## src/rtl/intr_ctrl.sv

```systemverilog
// intr_ctrl: machine-level interrupt source block.
// Holds the mtime/mtimecmp timer, the MSIP bit and a synchronised,
// edge-latched external interrupt, arbitrates them against the MIE
// enables and hands one registered request plus its mcause value to the
// exception unit. Software reaches the registers over a word-addressed bus.
module intr_ctrl #(
  parameter int unsigned PRESCALE = 1  // core clocks per mtime tick, 1..65535
) (
  input  logic        clk,
  input  logic        rst,
  input  logic        bus_we,
  input  logic        bus_re,
  input  logic [4:0]  bus_addr,
  input  logic [31:0] bus_wdata,
  output logic [31:0] bus_rdata,
  input  logic        ext_irq_in,
  input  logic        mstatus_mie,
  input  logic [2:0]  mie,
  input  logic        irq_ack,
  output logic        interrupt,
  output logic [31:0] irq_cause,
  output logic        mtip
);

  // Word index of each register (byte offset >> 2).
  localparam logic [2:0] A_MSIP      = 3'd0;
  localparam logic [2:0] A_MTIMECMP_LO = 3'd1;
  localparam logic [2:0] A_MTIMECMP_HI = 3'd2;
  localparam logic [2:0] A_MTIME_LO  = 3'd3;
  localparam logic [2:0] A_MTIME_HI  = 3'd4;
  localparam logic [2:0] A_EIP       = 3'd5;

  // Source index doubles as the bit position in mie and in the pending vector.
  localparam logic [1:0] SRC_MSI = 2'd0;
  localparam logic [1:0] SRC_MTI = 2'd1;
  localparam logic [1:0] SRC_MEI = 2'd2;

  localparam logic [15:0] PS_LAST = 16'(PRESCALE - 1);

  typedef enum logic [1:0] {
    ST_IDLE,
    ST_REQ,
    ST_HOLD
  } state_t;

  // mcause value for a source: interrupt bit set, exception code in [3:0].
  function automatic logic [31:0] cause_of(input logic [1:0] src);
    logic [3:0] code;
    case (src)
      SRC_MSI: code = 4'd3;
      SRC_MTI: code = 4'd7;
      default: code = 4'd11;
    endcase
    return {1'b1, 27'b0, code};
  endfunction

  // Registers
  logic [15:0] r_prescale;
  logic [63:0] r_mtime;
  logic [63:0] r_mtimecmp;
  logic        r_msip;
  logic        r_eip;
  logic        r_sync1;
  logic        r_sync2;
  logic        r_ext_prev;
  logic [31:0] r_rdata;
  state_t      r_state;
  logic        r_interrupt;
  logic [31:0] r_cause;
  logic [1:0]  r_src;

  // Combinational nets
  logic [2:0]  w_word;
  logic        w_wr_msip;
  logic        w_wr_cmp_lo;
  logic        w_wr_cmp_hi;
  logic        w_wr_time_lo;
  logic        w_wr_time_hi;
  logic        w_wr_eip;
  logic        w_tick;
  logic        w_ext_rise;
  logic [2:0]  w_en_pend;
  logic        w_any_pend;
  logic        w_latched_pend;
  logic [1:0]  w_win_src;
  logic [31:0] w_rdata;
  state_t      w_state_nxt;
  logic        w_int_nxt;
  logic [31:0] w_cause_nxt;
  logic [1:0]  w_src_nxt;
  logic        w_unused;

  // Byte-lane bits of the address carry no meaning on a word bus.
  assign w_unused = &{1'b0, bus_addr[1:0]};

  assign w_word       = bus_addr[4:2];
  assign w_wr_msip    = bus_we && (w_word == A_MSIP);
  assign w_wr_cmp_lo  = bus_we && (w_word == A_MTIMECMP_LO);
  assign w_wr_cmp_hi  = bus_we && (w_word == A_MTIMECMP_HI);
  assign w_wr_time_lo = bus_we && (w_word == A_MTIME_LO);
  assign w_wr_time_hi = bus_we && (w_word == A_MTIME_HI);
  assign w_wr_eip     = bus_we && (w_word == A_EIP);

  assign w_tick     = (r_prescale == PS_LAST);
  assign mtip       = (r_mtime >= r_mtimecmp);
  assign w_ext_rise = r_sync2 && !r_ext_prev;

  // Pending vector is ordered {MEI, MTI, MSI} to line up with mie.
  assign w_en_pend  = {3{mstatus_mie}} & mie & {r_eip, mtip, r_msip};
  assign w_any_pend = |w_en_pend;

  assign bus_rdata = r_rdata;
  assign interrupt = r_interrupt;
  assign irq_cause = r_cause;

  // Prescaler and mtime: a bus write to either half wins over the tick.
  always_ff @(posedge clk) begin
    // NOTE: sequential state uses non-blocking (<=) so every flop samples
    // pre-edge values; blocking here would create order-dependent races.
    if (rst) begin
      r_prescale <= '0;
      r_mtime    <= '0;
    end else begin
      r_prescale <= w_tick ? 16'd0 : r_prescale + 16'd1;
      if (w_wr_time_lo) begin
        r_mtime[31:0] <= bus_wdata;
      end else if (w_wr_time_hi) begin
        r_mtime[63:32] <= bus_wdata;
      end else if (w_tick) begin
        r_mtime <= r_mtime + 64'd1;
      end
    end
  end

  // Software-owned registers: mtimecmp halves and the MSIP bit.
  always_ff @(posedge clk) begin
    if (rst) begin
      r_mtimecmp <= '1;
      r_msip     <= 1'b0;
    end else begin
      if (w_wr_cmp_lo) r_mtimecmp[31:0]  <= bus_wdata;
      if (w_wr_cmp_hi) r_mtimecmp[63:32] <= bus_wdata;
      if (w_wr_msip)   r_msip            <= bus_wdata[0];
    end
  end

  // External request: two-flop synchroniser, edge detect, sticky EIP.
  always_ff @(posedge clk) begin
    if (rst) begin
      r_sync1    <= 1'b0;
      r_sync2    <= 1'b0;
      r_ext_prev <= 1'b0;
      r_eip      <= 1'b0;
    end else begin
      r_sync1    <= ext_irq_in;
      r_sync2    <= r_sync1;
      r_ext_prev <= r_sync2;
      // A new edge beats a simultaneous write-1-to-clear.
      if (w_ext_rise) begin
        r_eip <= 1'b1;
      end else if (w_wr_eip && bus_wdata[0]) begin
        r_eip <= 1'b0;
      end
    end
  end

  // Read mux over the pre-edge register values.
  always_comb begin
    // NOTE: every always_comb output gets a default first so no path
    // leaves it unassigned, which would otherwise infer a latch.
    w_rdata = '0;
    case (w_word)
      A_MSIP:        w_rdata = {31'b0, r_msip};
      A_MTIMECMP_LO: w_rdata = r_mtimecmp[31:0];
      A_MTIMECMP_HI: w_rdata = r_mtimecmp[63:32];
      A_MTIME_LO:    w_rdata = r_mtime[31:0];
      A_MTIME_HI:    w_rdata = r_mtime[63:32];
      A_EIP:         w_rdata = {31'b0, r_eip};
      default:       w_rdata = '0;
    endcase
  end

  // Read data register: loads on bus_re, holds otherwise. Because it
  // samples before the edge, a same-cycle write is not visible yet.
  always_ff @(posedge clk) begin
    if (rst) begin
      r_rdata <= '0;
    end else if (bus_re) begin
      r_rdata <= w_rdata;
    end
  end

  // Fixed-priority winner among enabled, pending sources: MEI > MSI > MTI.
  always_comb begin
    w_win_src = SRC_MTI;
    if (w_en_pend[SRC_MEI]) begin
      w_win_src = SRC_MEI;
    end else if (w_en_pend[SRC_MSI]) begin
      w_win_src = SRC_MSI;
    end
  end

  // Is the source latched into the current request still enabled and pending?
  always_comb begin
    w_latched_pend = 1'b0;
    case (r_src)
      SRC_MSI: w_latched_pend = w_en_pend[0];
      SRC_MTI: w_latched_pend = w_en_pend[1];
      SRC_MEI: w_latched_pend = w_en_pend[2];
      default: w_latched_pend = 1'b0;
    endcase
  end

  // Request FSM next-state and registered-output values.
  always_comb begin
    w_state_nxt = r_state;
    w_int_nxt   = r_interrupt;
    w_cause_nxt = r_cause;
    w_src_nxt   = r_src;
    case (r_state)
      ST_IDLE: begin
        if (w_any_pend) begin
          w_state_nxt = ST_REQ;
          w_int_nxt   = 1'b1;
          w_src_nxt   = w_win_src;
          w_cause_nxt = cause_of(w_win_src);
        end
      end
      ST_REQ: begin
        // Cause is frozen here; an ack beats a same-cycle withdrawal.
        if (irq_ack) begin
          w_state_nxt = ST_HOLD;
          w_int_nxt   = 1'b0;
        end else if (!w_latched_pend) begin
          w_state_nxt = ST_IDLE;
          w_int_nxt   = 1'b0;
          w_cause_nxt = '0;
        end
      end
      ST_HOLD: begin
        // Wait for the trap entry to clear mstatus.MIE; cause stays put.
        w_int_nxt = 1'b0;
        if (!mstatus_mie) begin
          w_state_nxt = ST_IDLE;
        end
      end
      default: begin
        w_state_nxt = ST_IDLE;
        w_int_nxt   = 1'b0;
        w_cause_nxt = '0;
      end
    endcase
  end

  // Request FSM state and output registers.
  always_ff @(posedge clk) begin
    if (rst) begin
      r_state     <= ST_IDLE;
      r_interrupt <= 1'b0;
      r_cause     <= '0;
      r_src       <= SRC_MSI;
    end else begin
      r_state     <= w_state_nxt;
      r_interrupt <= w_int_nxt;
      r_cause     <= w_cause_nxt;
      r_src       <= w_src_nxt;
    end
  end

endmodule

```

## config.mk

```make
export PLATFORM = sky130hd
export DESIGN_NAME = intr_ctrl
export DESIGN_NICKNAME = d
export VERILOG_FILES = /design/src/rtl/intr_ctrl.sv
export SDC_FILE = /design/constraint.sdc
export NUM_CORES = 1
export LEC_CHECK = 0
export CAP_MARGIN = 20
export CORE_MARGIN = 10
export CORE_UTILIZATION = 30
export DETAILED_ROUTE_END_ITERATION = 7
export PLACE_DENSITY = 0.6
export SLEW_MARGIN = 0
export SYNTH_ARGS = -nofsm -noshare
export SYNTH_HDL_FRONTEND = slang
export SYNTH_SLANG_ARGS = --single-unit
```

## constraint.sdc

```tcl
create_clock -name clk -period 2.4 [get_ports clk]
set_input_delay 0.48 -clock clk [delete_from_list [all_inputs] [get_ports clk]]
set_output_delay 0.48 -clock clk [all_outputs]
set_load 0.05 [all_outputs]
```

==> summary.md, run 1 <==
| Metric | Value |
|---|---|
| Outcome | complete, but fails checks |
| Violated checks | negative setup slack |
| Worst-Skew Late Latency | 0.45 ns |
| Critical Path RT | 1.92 ns |
| Final hold violations | 0 |
| Detailed Place HPWL | 28000 um |
| Post-synth cell types | 71 |
| Synthesis-stage register bit count | 189 |
| Crit path DAT | 2.58 ns |
| Post-synth EDFFs | 0 |
| Async set-reset flop share out of synthesis | 0% |
| FF-to-FF setup slack | -0.40 ns |
| Max cap viols | 0 |
| # DRC | 0 |
| GRT busiest layer | met2 |
| CTS tree | built |
| Vias in the first global route | 10800 |
| Fin worst setup slack | -0.660 ns |
| Syn Area/Cell | 7.75 um^2 |
| Ant diodes | 0 |
| Worst hold endpoint | r_src[1] |
| Antenna violations before repair | 0 |
| Crit. End Element | primary output |
| Routed length per instance | 17.7 um |
| DRT Pass-1 Iters | 6 |
| Via density | 5.34 |
| CP Class | reg -> out |
| Hold-critical path depth | 2 |
| Die Y | 212 um |
| Peak VDD IR | 355 uV |
| CTS Hold Buffers Added | 0 |
| CTS Root Cell | clkbuf_16 |
| Min-delay src | rst |
| Via count | 11400 |
| GRT Total Usage | 16.6% |
| Layout cells sized above 1 | 22.5% |
| Fin crit share | 128% |
| Max clock buf depth | 2 |
| Worst hold path type | in -> reg |
| Reg2reg start | r_mtimecmp[14] |
| # rows | 70 |
| Post-DRT Antenna Nets | 0 |
| Setup TNS | -3.08 ns |
| GRT met3 Usage | 2.68% |
| Core area | 0.0364 mm^2 |
| Fillers | 3622 |
| First-pass GRT wire length | 59600 um |
| Fin crit period | 3.06 ns |
| H-tree levels | 4 |
| Setup Skew | 0.0174 ns |
| Met2 Usage GRT | 27.3% |
| Finished Core Util | 41.1% |
| Crit path launch | r_mtimecmp[14] |
| Syn. warnings | 0 |
| Clock slew at reported path FFs | 0.07 ns |
| Synthesis-to-layout area growth | 35.9% |
| Io pins | 113 |
| Crit Reg-Reg Endpoint | irq_cause[3] |
| DRT Wirelength | 37800 um |
| Overall die width | 212 um |
| Fmax | 327 MHz |
| Synth Cell Area | 0.0110 mm^2 |
| Crit Path Max Fanout | 2 |
| Max stage delay cell, worst path | a211o_4 |
| Slew of the pin with the lowest slew margin | 0.577 ns |
| Reg2Reg Depth | 11 |
| Overflow after GRT | 0 |
| Mapped Cells | 1423 |
| RSZ-0062 raised after global routing | yes |
| Seq/Total Area, Yosys | 34.3% |
| Power Dens Cells | 503 mW/mm^2 |
| Slew margin rel. | 61.4% |
| Leakage | 6.41 nW |
| DRT iter0 DRCs | 807 |
| Max Slew Vio Count | 0 |
| Grt met1 use | 21.6% |
| Port bufs | 83 |
| Starting Density | 30.3% |
| Gpl congestion | 0.908 |
| Type of origin of the critical path | flip-flop |
| Final setup viols | 10 |
| Fin nets | 1770 |
| DIE AREA | 0.0448 mm^2 |
| Largest net degree at the start of global routing | 70 |
| Post-synth top flop | dfxtp_1 |
| CTS sink cnt | 189 |
| Crit path cell chain | inv_2 > ha_4 > nand4_1 > or2_4 > o41ai_4 > o41ai_2 > a211o_4 > nand2_4 > buf_8 |
| CTS Buf Count | 17 |
| Slowest cell delay on critical path | 0.38 ns |
==> worst max path at each step <==
| stage | end | slack [ns] | depth (start not counted) |
|---|---|---|---|
| after detailed placement | irq_cause[2] | -0.53 | 11 |
| after CTS | mtip | -0.70 | 9 |
| after global placement | mtip | -0.43 | 10 |
| after global routing | mtip | -0.77 | 11 |
| final | mtip | -0.66 | 9 |
| after floorplan | irq_cause[1] | -0.02 | 10 |
==> cell type report <==
cell class	instances	area (um^2)	area share, %
flip-flops and latches	189	3810	25.4
clock inverters	11	195	1.30
multi-input cells	1057	6960	46.5
well taps	468	586	3.91
repair buffers	309	2690	18.0
inverters	82	308	2.05
clock buffers	18	429	2.86
==> repair_timing <==
action,in CTS,in global routing
pin swaps,32,24
gates cloned,0,0
endpoints found under the setup margin,19,35
gates resized for setup,54,55
buffers inserted,15,8
==> sequential cells by signal, summed over array words and instances (netlist names), 2 cells and up <==
signal	flops
r_state	2
bus_rdata	32
r_mtimecmp	64
irq_cause	3
r_mtime	64
r_src	2
r_prescale	16
==> per-layer routing <==
layer  routed length (um)  vias to the layer above
met3                 2120                       40
li1                     -                     5534
met5                    0                        -
met2                17900                      341
met4                  622                        0
met1                17100                     5470
==> worst max-delay path, delay by kind of cell, from the launching register on <==
kind	cells	cell delay, ns
buffers and inverters	2	0.19
adders and majority gates	1	0.26
AOI/OAI and AO/OA	3	0.86
and+or+nand+nor	3	0.51
DFF	1	0.33
==> placed cells by master (no fill, tap or decap), types with 14 or more instances in the layout <==
cell | netlist | routed
dfxtp_1 | 189 | 167
buf_4 | 29 | 207
and3_1 | 15 | 14
dfxtp_2 | 0 | 22
a21oi_1 | 158 | 151
inv_1 | 82 | 73
clkbuf_16 | 0 | 17
nor2_1 | 215 | 210
a211o_1 | 66 | 65
a22oi_1 | 77 | 77
nand3_1 | 40 | 35
clkdlybuf4s50_1 | 0 | 81
nor3_1 | 21 | 18
ha_1 | 67 | 57
o21ai_0 | 59 | 47
nand4_1 | 28 | 28
a211oi_1 | 23 | 16
nand2_1 | 93 | 92
conb_1 | 1 | 27
==> cells in the mapped netlist, drive strengths merged, types with 13 or more instances <==
| cell | n | area share (%) |
|---|---|---|
| dfxtp | 189 | 34 |
| o21ai | 59 | 2.7 |
| a21oi | 158 | 7.2 |
| and3 | 16 | 0.92 |
| nand2 | 93 | 3.2 |
| nor4 | 13 | 0.93 |
| inv | 82 | 2.8 |
| nand4 | 29 | 1.7 |
| buf | 42 | 2.5 |
| a211oi | 24 | 1.7 |
| a22oi | 77 | 5.2 |
| ha | 67 | 7.6 |
| nor3 | 24 | 1.3 |
| nor2 | 215 | 7.3 |
| clkbuf | 79 | 2.7 |
| nand3 | 43 | 2.2 |
| a211o | 66 | 5.2 |
==> power by group <==
part / internal (W) / total, W / switching [W]
sequential: 0.00324 / 0.00329 / 0.0000584
combinational: 0.000429 / 0.00113 / 0.000698
clock: 0.00183 / 0.00311 / 0.00128
total: 0.00550 / 0.00754 / 0.00204
==> kinds of logic (layout without fill, tap and decap cells) <==
logic type	after synthesis	count (layout)	synth area share [%]
AO/OA/AOI/OAI	461	461	27.6
XOR/XNOR	14	14	1.11
adder cells (fa/ha/maj)	67	67	7.61
buffers and inverters	203	420	7.99
flip-flops	189	189	34.3
multiplexers	3	3	0.284
other	1	27	0.0340
AND/OR/NAND/NOR	485	485	21.0
==> through the flow <==
step / power, W / hold slack [ns] / setup WS, ns / instances / area, um^2
after global placement: 0.00444 / 0.426 / -0.426 / 2085 / 13700
after floorplan: 0.00402 / 0.414 / -0.0246 / 1449 / 11200
final: 0.00754 / 0.445 / -0.660 / 2134 / 15000
after detailed placement: 0.00445 / 0.438 / -0.530 / 2085 / 13700
after CTS: 0.00757 / 0.446 / -0.700 / 2127 / 14700
after global routing: 0.00782 / 0.460 / -0.773 / 2134 / 15000
(Power assumes the default switching activity.)
==> run 2, diff against run 1 <==
==> constraint.sdc (replaced) <==
create_clock -name clk -period 2.5 [get_ports clk]
set_input_delay 0.5 -clock clk [delete_from_list [all_inputs] [get_ports clk]]
set_output_delay 0.5 -clock clk [all_outputs]
set_load 0.05 [all_outputs]
==> summary.md, run 2 (synthesis results as in run 1) <==
| Metric | Value |
|---|---|
| Worst-Skew Late Latency | 0.45 ns (about the same) |
| H-tree levels | 4 (unchanged) |
| # DRC | 0 (unchanged) |
| Hold-critical path depth | 2 (unchanged) |
| Setup Skew | 0.0146 ns (was 0.0174 ns) |
| CTS Buf Count | 17 (unchanged) |
| Via count | 11200 (was 11400) |
| Reg2Reg Depth | 13 (was 11) |
| Post-DRT Antenna Nets | 0 (unchanged) |
| Final hold violations | 0 (unchanged) |
| Fin nets | 1757 (was 1770) |
| CTS sink cnt | 189 (unchanged) |
| Fin worst setup slack | -0.576 ns (was -0.660 ns) |
| Slew margin rel. | 58.2% (was 61.4%) |
| Type of origin of the critical path | flip-flop (unchanged) |
| RSZ-0062 raised after global routing | yes (unchanged) |
| Antenna violations before repair | 0 (unchanged) |
| CP Class | reg -> out (unchanged) |
| Vias in the first global route | 10800 (about the same) |
| Met2 Usage GRT | 27.4% (was 27.3%) |
| Tot Pwr | 0.00706 W (was 0.00754 W) |
| Max cap viols | 0 (unchanged) |
| Detailed Place HPWL | 27000 um (was 28000 um) |
| Violated checks | negative setup slack (unchanged) |
| Overall die width | 212 um (unchanged) |
| Via density | 5.30 (was 5.34) |
| Clock slew at reported path FFs | 0.07 ns (about the same) |
| Overflow after GRT | 0 (unchanged) |
| Layout cells sized above 1 | 23.4% (was 22.5%) |
| DRT Wirelength | 37400 um (was 37800 um) |
| Outcome | complete, but fails checks (unchanged) |
| Critical Path RT | 2.00 ns (was 1.92 ns) |
| Routed length per instance | 17.6 um (was 17.7 um) |
| Worst hold path type | in -> reg (unchanged) |
| Max clock buf depth | 2 (unchanged) |
| GRT busiest layer | met2 (unchanged) |
| Die Y | 212 um (unchanged) |
| Commonest non-fill, non-tap cells in the layout | nor2_1 (211), buf_4 (192), dfxtp_1 (157), a21oi_1 (150), nand2_1 (90) (was nor2_1 (210), buf_4 (207), dfxtp_1 (167), a21oi_1 (151), nand2_1 (92)) |
| Starting Density | 30.3% (unchanged) |
| Power Dens Cells | 472 mW/mm^2 (was 503 mW/mm^2) |
| GRT Total Usage | 16.3% (was 16.6%) |
| GRT met3 Usage | 2.47% (was 2.68%) |
| CTS tree | built (unchanged) |
| FF-to-FF setup slack | -0.41 ns (was -0.40 ns) |
| First-pass GRT wire length | 58600 um (was 59600 um) |
| Crit. End Element | primary output (unchanged) |
| Setup slack after placement | -0.601 ns (was -0.530 ns) |
| Core area | 0.0364 mm^2 (unchanged) |
| Peak VDD IR | 295 uV (was 355 uV) |
| Crit Path Max Fanout | 2 (unchanged) |
| Port bufs | 83 (unchanged) |
| Crit path DAT | 2.58 ns (about the same) |
| Slew of the pin with the lowest slew margin | 0.627 ns (was 0.577 ns) |
| # rows | 70 (unchanged) |
| CTS Root Cell | clkbuf_16 (unchanged) |
| DRT iter0 DRCs | 791 (was 807) |
| Commonest non-fill, non-tap cell in the layout | nor2_1 (unchanged) |
| Synthesis-to-layout area growth | 35.7% (was 35.9%) |
| Fmax | 325 MHz |
| Ant diodes | 0 (unchanged) |
| Final setup viols | 9 (was 10) |
| Largest net degree at the start of global routing | 98 (was 70) |
| CTS Hold Buffers Added | 0 (unchanged) |
| Setup TNS | -3.02 ns (was -3.08 ns) |
| Leakage | 6.29 nW (was 6.41 nW) |
| Fin crit period | 3.08 ns |
| DIE AREA | 0.0448 mm^2 (unchanged) |
| Io pins | 113 (unchanged) |
| Max Slew Vio Count | 0 (unchanged) |
| Grt met1 use | 20.9% (was 21.6%) |
| Fin crit share | 123% |
| DRT Pass-1 Iters | 6 (unchanged) |
| Gpl congestion | 0.892 (was 0.908) |
[run 2: changes by cell type in the layout (fill, tap and decap cells not counted), sizes merged]
cell | previous run | this run
buf | 228 | 215
clkinv | 3 | 6
clkinvlp | 3 | 0
inv | 82 | 89
bufinv | 5 | 1
[run 2: worst max-delay path: stages (launching register included)]
cell,delay [ns]
dfxtp_2,0.34
inv_2,0.05
ha_4,0.25
nand4_1,0.19
nor4_4,0.30
buf_4,0.16
nand4_1,0.14
buf_4,0.18
a211o_4,0.29
nand2_2,0.08
buf_8,0.14
[run 2: where the power goes]
part / switching, W / internal (W) / total [W]
clock network: 0.00136 / 0.00144 / 0.00280
logic: 0.000667 / 0.000422 / 0.00109
registers: 0.0000597 / 0.00311 / 0.00317
total: 0.00209 / 0.00497 / 0.00706
[run 2: metrics by stage]
stage | hold slack, ns | cells | cell area (um^2) | utilization, %
2_1_floorplan | 0.414 | 1449 | 11100 | -
3_3_place_gp | 0.440 | 2073 | 13600 | 37.3
3_5_place_dp | 0.436 | 2073 | 13600 | 37.3
4_1_cts | 0.379 | 2112 | 14600 | 40.0
5_1_grt | 0.398 | 2124 | 15000 | 41.1
6_report | 0.400 | 2124 | 15000 | 41.1
[run 2: final cells by class]
cell class | instances | area (um^2)
clock buffer | 18 | 439
clock inverter | 14 | 148
fill | 3681 | 21500
inverter | 82 | 308
multi-input combinational | 1057 | 7040
sequential | 189 | 3820
tap | 468 | 586
timing repair buffer | 296 | 2620
[run 2: timing repair]
action | CTS | global route
setup endpoints to repair | 12 | 32
resized for setup | 64 | 81
pin swaps | 23 | 25
setup buffers | 7 | 13
[run 2: per-layer routing]
| metal | wire length [um] | part of all wire, % |
|---|---|---|
| met3 | 1880 | 5.0 |
| met4 | 690 | 1.8 |
| met2 | 18000 | 48 |
| met5 | 0 | 0 |
| met1 | 16800 | 45 |
[run 2: path summary, 6_finish.rpt]
kind	end	from
hold / removal	r_src[1]	rst
setup reg to reg	irq_cause[3]	r_mtimecmp[46]
hold reg to reg	r_sync2	r_sync1
setup / recovery	mtip	r_mtimecmp[46]
==> run 3, diff against run 2 <==
--- a/config.mk
+++ b/config.mk
@@ -10,6 +10,7 @@
 export CORE_UTILIZATION = 30
 export DETAILED_ROUTE_END_ITERATION = 7
 export PLACE_DENSITY = 0.6
+export SETUP_SLACK_MARGIN = 0.02
 export SLEW_MARGIN = 0
 export SYNTH_ARGS = -nofsm -noshare
 export SYNTH_HDL_FRONTEND = slang
==> summary.md, run 3 (synthesis results as in run 1) <==
| Metric | Value |
|---|---|
| Worst-Skew Late Latency | 0.46 ns (was 0.45 ns) |
| Largest net degree at the start of global routing | 80 (was 98) |
| CTS Buf Count | 17 (unchanged) |
| Final setup viols | 8 (was 9) |
| Max cap viols | 0 (unchanged) |
| Core area | 0.0364 mm^2 (unchanged) |
| DRT Wirelength | 36700 um (was 37400 um) |
| Max clock buf depth | 2 (unchanged) |
| Ant diodes | 0 (unchanged) |
| Max Slew Vio Count | 0 (unchanged) |
| Slew of the pin with the lowest slew margin | 0.635 ns (was 0.627 ns) |
| Clock slew at reported path FFs | 0.08 ns (was 0.07 ns) |
| Crit Reg-Reg Endpoint | irq_cause[2] (was irq_cause[3]) |
| Routed length per instance | 17.3 um (was 17.6 um) |
| Fin crit period | 3.15 ns (was 3.08 ns) |
| DIE AREA | 0.0448 mm^2 (unchanged) |
| CTS tree | built (unchanged) |
| Reg2reg start | r_mtimecmp[61] (was r_mtimecmp[46]) |
| Port bufs | 83 (unchanged) |
| Io pins | 113 (unchanged) |
| Violated checks | negative setup slack (unchanged) |
| Crit path top cell by count | buf_4 |
| # DRC | 0 (unchanged) |
| Commonest non-fill, non-tap cells in the layout | nor2_1 (209), buf_4 (185), dfxtp_1 (163), a21oi_1 (154), nand2_1 (91) (was nor2_1 (211), buf_4 (192), dfxtp_1 (157), a21oi_1 (150), nand2_1 (90)) |
| Slew margin rel. | 57.7% (was 58.2%) |
| Crit. End Element | primary output (unchanged) |
| Die Y | 212 um (unchanged) |
| Overall die width | 212 um (unchanged) |
| Starting Density | 30.3% (unchanged) |
| Worst hold path type | in -> reg (unchanged) |
| CTS sink cnt | 189 (unchanged) |
| Fin worst setup slack | -0.652 ns (was -0.576 ns) |
| Critical Path RT | 2.00 ns (about the same) |
| Fin nets | 1754 (was 1757) |
| Setup Skew | 0.0167 ns (was 0.0146 ns) |
| Min-delay src | rst (unchanged) |
| Power Dens Cells | 467 mW/mm^2 (was 472 mW/mm^2) |
| DRT Pass-1 Iters | 5 (was 6) |
| Post-DRT Antenna Nets | 0 (unchanged) |
| CTS Root Cell | clkbuf_16 (unchanged) |
| H-tree levels | 4 (unchanged) |
| Hold slack | 0.385 ns (was 0.400 ns) |
| Layout cells sized above 1 | 21.3% (was 23.4%) |
| Fmax | 317 MHz (was 325 MHz) |
| Crit path cell chain | inv_1 > ha_4 > nand4_1 > buf_4 > nor4_4 > buf_4 > nand4_1 > buf_4 > o211ai_1 > a211oi_4 > nand2_4 > buf_8 (was inv_2 > ha_4 > nand4_1 > nor4_4 > buf_4 > nand4_1 > buf_4 > a211o_4 > nand2_2 > buf_8) |
| # rows | 70 (unchanged) |
| Via count | 11200 (about the same) |
| Antenna violations before repair | 0 (unchanged) |
| Fillers | 3687 (was 3681) |
| Detailed Place HPWL | 26700 um (was 27000 um) |
| Leakage | 6.23 nW (was 6.29 nW) |
| Overflow after GRT | 0 (unchanged) |
| Crit Path Max Fanout | 2 (unchanged) |
| Peak VDD IR | 403 uV (was 295 uV) |
| Slowest cell delay on critical path | 0.33 ns (was 0.34 ns) |
| Gpl congestion | 0.880 (was 0.892) |
| GRT Total Usage | 16.1% (was 16.3%) |
| Vias in the first global route | 10700 (was 10800) |
| Outcome | complete, but fails checks (unchanged) |
| Setup slack after placement | -0.559 ns (was -0.601 ns) |
| Worst hold endpoint | bus_rdata[0] (was r_src[1]) |
| Fin crit share | 126% (was 123%) |
| Max stage delay cell, worst path | dfxtp_2 (unchanged) |
| Synthesis-to-layout area growth | 34.1% (was 35.7%) |
| Via density | 5.27 (was 5.30) |
| RSZ-0062 raised after global routing | yes (unchanged) |
| DRT iter0 DRCs | 824 (was 791) |
| FF-to-FF setup slack | -0.47 ns (was -0.41 ns) |
| Commonest non-fill, non-tap cell in the layout | nor2_1 (unchanged) |
| First-pass GRT wire length | 58400 um (was 58600 um) |
| Hold-critical path depth | 2 (unchanged) |
| Type of origin of the critical path | flip-flop (unchanged) |
| Crit path DAT | 2.65 ns (was 2.58 ns) |
| CTS Hold Buffers Added | 0 (unchanged) |
| Final hold violations | 0 (unchanged) |
| Reg2Reg Depth | 15 (was 13) |
| CP Class | reg -> out (unchanged) |
run 3: what timing repair did:
action | CTS | global route
buffers inserted | 11 | 12
setup endpoints to repair | 16 | 31
gates resized for setup | 57 | 44
pin swaps | 22 | 18
run 3: worst max path at each step:
stage	from	end	slack, ns
floorplan	r_mtime[13]	interrupt	0.02
global placement	r_mtimecmp[15]	interrupt	-0.48
detailed placement	r_mtimecmp[15]	interrupt	-0.56
CTS	r_mtimecmp[58]	mtip	-0.67
global route	r_mtimecmp[50]	mtip	-0.79
finish	r_mtimecmp[61]	mtip	-0.65
run 3: where the power goes:
| part | total, W | switching (W) | internal [W] |
|---|---|---|---|
| combinational | 0.00106 | 0.000658 | 0.000406 |
| sequential | 0.00316 | 0.0000547 | 0.00311 |
| clock | 0.00267 | 0.00132 | 0.00135 |
run 3: layer usage:
layer | GRT usage [%] | vias to the layer above | part of all wire, %
met3 | 2.77 | 40 | 5.6
met2 | 26.5 | 318 | 47
met1 | 21.3 | 5296 | 46
met5 | 0 | - | 0
li1 | - | 5521 | -
met4 | 4.31 | 0 | 1.5
run 3: critical path, delay by kind of cell, from the launching register on:
kind	cells	cell delay, ns
buffers and inverters	5	0.72
DFF	1	0.33
and+or+nand+nor	4	0.49
adders and majority gates	1	0.27
AOI/OAI and AO/OA	2	0.38
run 3: cell type report:
class	instances	area (um^2)	area share, %
clock buffer	19	453	3.06
clock inverter	13	106	0.720
inverter	82	308	2.08
multi-input combinational	1057	6870	46.5
sequential	189	3820	25.8
tap	468	586	3.96
timing repair buffer	293	2640	17.9
run 3: per-stage QoR:
step | total power, W | setup TNS, ns | cells | area [um^2] | util [%]
finish | 0.00690 | -3.21 | 2121 | 14800 | 40.6
detailed placement | 0.00425 | -4.89 | 2069 | 13600 | 37.4
global route | 0.00719 | -4.36 | 2121 | 14800 | 40.6
floorplan | 0.00385 | 0 | 1449 | 11200 | -
global placement | 0.00424 | -4.67 | 2069 | 13600 | 37.4
CTS | 0.00695 | -3.49 | 2111 | 14500 | 39.9
